<file path="config.mk">
export PLATFORM = sky130hd
export DESIGN_NAME = reg_writeback_queue
export DESIGN_NICKNAME = d
export VERILOG_FILES = /design/src/rtl/reg_writeback_queue.sv
export SDC_FILE = /design/constraint.sdc
export NUM_CORES = 1
export LEC_CHECK = 0
export BUFFER_PORTS_ARGS = -buffer_cell sky130_fd_sc_hd__buf_2
export CAP_MARGIN = 20
export CORE_MARGIN = 2
export CORE_UTILIZATION = 54
export DETAILED_ROUTE_END_ITERATION = 6
export HOLD_SLACK_MARGIN = 0.08
export PLACE_DENSITY = 0.77
export SETUP_SLACK_MARGIN = 0.05
export SLEW_MARGIN = 5
export SYNTH_ARGS = -nofsm -noshare
export SYNTH_HDL_FRONTEND = slang
export SYNTH_SLANG_ARGS = --single-unit
export TNS_END_PERCENT = 10
</file>
<file path="constraint.sdc">
create_clock -name clk -period 4.9 [get_ports clk]
set_input_delay 0.98 -clock clk [delete_from_list [all_inputs] [get_ports clk]]
set_output_delay 0.98 -clock clk [all_outputs]
set_load 0.03 [all_outputs]
</file>
<file path="src/rtl/reg_writeback_queue.sv">
// Register-file write queue: two producers (A = ALU, B = load) merge into an in-order FIFO drained one write per cycle.
// Latency: an accepted request is presented on writeEn/writeAdd/writeData in the next cycle; lookups are same-cycle combinational.
// Backpressure: ready comes from occupancy alone (no credit for a same-cycle pop or an R0 drop); wbHold stalls the drain.
module reg_writeback_queue #(
  parameter int DEPTH   = 4,
  parameter bit DROP_R0 = 1'b1
) (
  input  logic        clk,
  input  logic        rst,
  input  logic        aValid,
  input  logic [4:0]  aAdd,
  input  logic [31:0] aData,
  output logic        aReady,
  input  logic        bValid,
  input  logic [4:0]  bAdd,
  input  logic [31:0] bData,
  output logic        bReady,
  input  logic        wbHold,
  output logic [31:0] writeData,
  output logic [4:0]  writeAdd,
  output logic        writeEn,
  input  logic [4:0]  rdAdd1,
  input  logic [4:0]  rdAdd2,
  output logic        hit1,
  output logic        hit2,
  output logic [31:0] fwdData1,
  output logic [31:0] fwdData2
);

  localparam int PW = $clog2(DEPTH);
  localparam int CW = PW + 1;
  localparam logic [CW-1:0] LIM1 = CW'(DEPTH - 1);
  localparam logic [CW-1:0] LIM2 = CW'(DEPTH - 2);

  typedef struct packed {
    logic [4:0]  add;
    logic [31:0] data;
  } entry_t;

  entry_t        mem_q [DEPTH];
  logic [PW-1:0] head_q, head_d;
  logic [PW-1:0] tail_q, tail_d;
  logic [CW-1:0] count_q, count_d;
  logic [PW-1:0] b_slot;
  logic [PW-1:0] lk_idx;
  logic          a_store, b_store, pop;

  // Handshake, store decisions and drain port; all derived from registered occupancy.
  always_comb begin
    aReady  = !rst && (count_q <= LIM1);
    bReady  = !rst && (aValid ? (count_q <= LIM2) : (count_q <= LIM1));
    // An accepted R0 write completes its handshake but is never stored.
    a_store = aValid && aReady && !(DROP_R0 && (aAdd == 5'd0));
    b_store = bValid && bReady && !(DROP_R0 && (bAdd == 5'd0));
    // B lands behind A when both are stored in the same cycle.
    b_slot  = tail_q + PW'(a_store);
    writeEn = !rst && !wbHold && (count_q != '0);
    pop     = writeEn;
    if (count_q != '0) begin
      writeAdd  = mem_q[head_q].add;
      writeData = mem_q[head_q].data;
    end else begin
      writeAdd  = '0;
      writeData = '0;
    end
    head_d  = head_q + PW'(pop);
    tail_d  = tail_q + PW'(a_store) + PW'(b_store);
    count_d = count_q + CW'(a_store) + CW'(b_store) - CW'(pop);
  end

  // Bypass lookup: walk oldest to youngest so the last match found is the youngest one.
  always_comb begin
    hit1     = 1'b0;
    hit2     = 1'b0;
    fwdData1 = '0;
    fwdData2 = '0;
    lk_idx   = '0;
    for (int i = 0; i < DEPTH; i++) begin
      lk_idx = head_q + PW'(i);
      if (CW'(i) < count_q) begin
        if ((mem_q[lk_idx].add == rdAdd1) && !(DROP_R0 && (rdAdd1 == 5'd0))) begin
          hit1     = 1'b1;
          fwdData1 = mem_q[lk_idx].data;
        end
        if ((mem_q[lk_idx].add == rdAdd2) && !(DROP_R0 && (rdAdd2 == 5'd0))) begin
          hit2     = 1'b1;
          fwdData2 = mem_q[lk_idx].data;
        end
      end
    end
  end

  // Entry storage; slots beyond count are ignored, so contents need no reset.
  always_ff @(posedge clk) begin
    if (a_store) mem_q[tail_q] <= '{add: aAdd, data: aData};
    if (b_store) mem_q[b_slot] <= '{add: bAdd, data: bData};
  end

  // Pointer and occupancy state; reset discards everything queued.
  always_ff @(posedge clk) begin
    if (rst) begin
      head_q  <= '0;
      tail_q  <= '0;
      count_q <= '0;
    end else begin
      head_q  <= head_d;
      tail_q  <= tail_d;
      count_q <= count_d;
    end
  end

endmodule

</file>
==> reports/summary.txt <==
status: completed
worst hold path cell count: 3
WL final: 39600 um
Critical Path Sink Type: output port
TritonCTS Buffers: 17
most common cell after layout, fill and taps aside: mux2i_1
Worst Clk Skew: 0.00939 ns
hold buffer count at cts: 0
Tmin final: 4.71 ns
largest stage delay on the critical path: 0.59 ns
Final Slew Violations: 0
final period utilization: 0.960
port bufs: 194
Die W: 163 um
Net Count, Synth: 1237
CORE AREA: 25000 um^2
Placed Instances: 1595
initial antenna violation count: 6
startpoint types: flip-flop
Final setup viols: 0
Reg2Reg Depth: 9
Slew @ Worst Pin: 1.14 ns
total power: 6.20 mW
leak pwr: 5.50 nW
Async SR Flop Fraction: 0
worst vdd ir: 0.256 mV
Clock Latency Late Sink: 0.43 ns
CTS H-tree lvls: 4
drt via density: 6.47
Post-Place Worst Slack: 0.356 ns
Most used DFF post-synth: edfxtp_1
final hold viol count: 0
Setup crit start: head_q[0]$_SDFF_PP0_
Final nets: 1384
largest net degree at the start of global routing: 106
GRT Resource Usage Total: 0.299
crit path capture: fwdData2[27]
setup TNS: 0 ns
EDFF count, synth: 148
most frequent cells in the layout: mux2i_1 (218), buf_2 (194), mux2_2 (150)
DRT Pass-1 Iters: 6
vias in the first global route: 10700
pwr/cell area: 399 nW/um^2
share of cells above drive strength 1: 0.440
Die Area: 26400 um^2
crit-path max FO: 20
max_cap viols: 0
Via Count: 10600
DP Wirelength: 26000 um
CTS tree: yes
number of distinct library cells after synthesis: 59
data required time of the critical path: 3.92 ns
Worst EP arrival: 3.73 ns
initial core utilization: 0.544
chip height: 163 um
root buffer cell: clkbuf_16
reg2reg end: mem_q[3][0]$_DFFE_PP_
clk slew on worst S/H paths: 0.06 ns
residual DRC count: 0
gpl congestion: 0.893
Syn Inst Count: 1140
GR Overflow Total: 0
Yosys Warn Count: 0
R2R Setup Slk: 1.86 ns
Starting DRT DRC Count: 888
reg2reg start: count_q[2]$_SDFF_PP0_
RSZ-0062 raised after global routing: false
syn avg cell area: 11.9 um^2
share of the yosys chip area belonging to registers: 0.338
Avg WL per Cell: 24.2 um
Hold Crit Class: reg2reg
Rows: 58
Non-Filler Instances: 1636
relative slew slack: 0.240
Cell Area, Synth: 13600 um^2
Final WS setup: 0.195 ns
ANT nets after route: 0
Setup Crit Path Kind: reg2out
first-pass GRT wire length: 60300 um
register bit count reported by yosys: 155
Max Fclk: 0.213 GHz
TritonCTS Sinks: 155
Area Overhead vs Synth: 14.3%
Max Root-Sink Buffers: 2
io pins: 195
CP max stage cell: mux4_2
worst-path cell chain: mux4_2 > xor2_1 > nor4_4 > and3_2 > buf_4 > a221oi_2 > o31ai_2 > buf_2
==> what timing repair did <==
| item | CTS | global route |
|---|---|---|
| buffers inserted | 0 | 2 |
| endpoints found under the setup margin | 2 | 10 |
| pin swaps | 0 | 1 |
| gates resized for setup | 1 | 2 |
==> metal layers <==
layer / GRT usage / vias up / wire length (um)
li1: - / 4725 / -
met1: 0.377 / 5283 / 15800
met2: 0.512 / 497 / 19700
met3: 0.0438 / 88 / 2850
met4: 0.136 / 0 / 1190
met5: 0 / - / 0
==> flip-flops by register name (all words and copies together), names as in the netlist <==
signal	flops
count_q	3
head_q	2
mem_q	148
tail_q	2
==> final cells by class <==
type / count / area (um^2)
clock buffer: 19 / 433
multi-input combinational: 863 / 8430
antenna: 6 / 15.0
tap: 330 / 413
clock inverter: 13 / 198
timing repair buffer: 237 / 1390
sequential: 155 / 4590
fill: 1990 / 9450
inverter: 13 / 48.8
==> worst max-delay path: cells and delay by family (launching register included) <==
kind | cells | cell delay, ns
flops | 1 | 0.56
simple gates | 2 | 0.89
mux | 1 | 0.59
xor+xnor | 1 | 0.19
compound gates | 2 | 0.44
buf+inv | 2 | 0.61
==> report_power, final <==
part,switching [mW],internal [mW]
Sequential,0.132,1.67
Clock,0.546,0.900
Combinational,1.89,1.06
==> per-stage QoR <==
| stage | hold WS [ns] | area (um^2) | utilization |
|---|---|---|---|
| floorplan | 0.655 | 13600 | - |
| global placement | 0.741 | 14800 | 0.594 |
| detailed placement | 0.755 | 14800 | 0.594 |
| CTS | 0.769 | 15500 | 0.619 |
| global route | 0.819 | 15500 | 0.621 |
| finish | 0.780 | 15500 | 0.621 |
==> cell usage after synthesis, drive strengths merged, types with 2 or more instances <==
cell type / count / area share
a31oi: 7 / 0.0032
nor2b: 40 / 0.018
nor4: 4 / 0.0029
edfxtp: 148 / 0.33
o21ai: 3 / 0.0011
xor2: 12 / 0.0077
or3: 2 / 0.00092
and2: 4 / 0.0018
inv: 13 / 0.0036
buf: 62 / 0.031
a311oi: 2 / 0.0026
mux2i: 218 / 0.16
clkbuf: 47 / 0.013
nor3: 32 / 0.012
and3: 2 / 0.00092
a211oi: 2 / 0.0015
nand2b: 2 / 0.00092
nor2: 103 / 0.028
nand2: 61 / 0.017
fa: 2 / 0.0029
o31ai: 32 / 0.029
dfxtp: 7 / 0.010
a21o: 2 / 0.0011
mux2: 150 / 0.12
nand4: 5 / 0.0028
nor3b: 9 / 0.0058
a221oi: 62 / 0.064
xnor2: 29 / 0.020
ha: 6 / 0.0055
mux4: 51 / 0.085
nand3: 5 / 0.0018
nand3b: 2 / 0.0011
or2: 2 / 0.00092
o22ai: 2 / 0.0014
==> worst min path at each step <==
stage                          startpoint                    end  slack [ns]
floorplan           count_q[0]$_SDFF_PP0_  count_q[0]$_SDFF_PP0_        0.66
global placement    count_q[1]$_SDFF_PP0_  count_q[1]$_SDFF_PP0_        0.74
detailed placement  count_q[1]$_SDFF_PP0_  count_q[1]$_SDFF_PP0_        0.75
CTS                 count_q[1]$_SDFF_PP0_  count_q[1]$_SDFF_PP0_        0.77
global route        count_q[1]$_SDFF_PP0_  count_q[1]$_SDFF_PP0_        0.82
finish              count_q[1]$_SDFF_PP0_  count_q[1]$_SDFF_PP0_        0.78
==> cells by family after synthesis <==
| group | Yosys count | share of synthesized area |
|---|---|---|
| flops | 155 | 0.338 |
| buf+inv | 122 | 0.0480 |
| fa+ha+maj | 8 | 0.00848 |
| xor+xnor | 41 | 0.0276 |
| mux | 419 | 0.371 |
| simple gates | 278 | 0.100 |
| compound gates | 117 | 0.107 |
(Power assumes the default switching activity.)
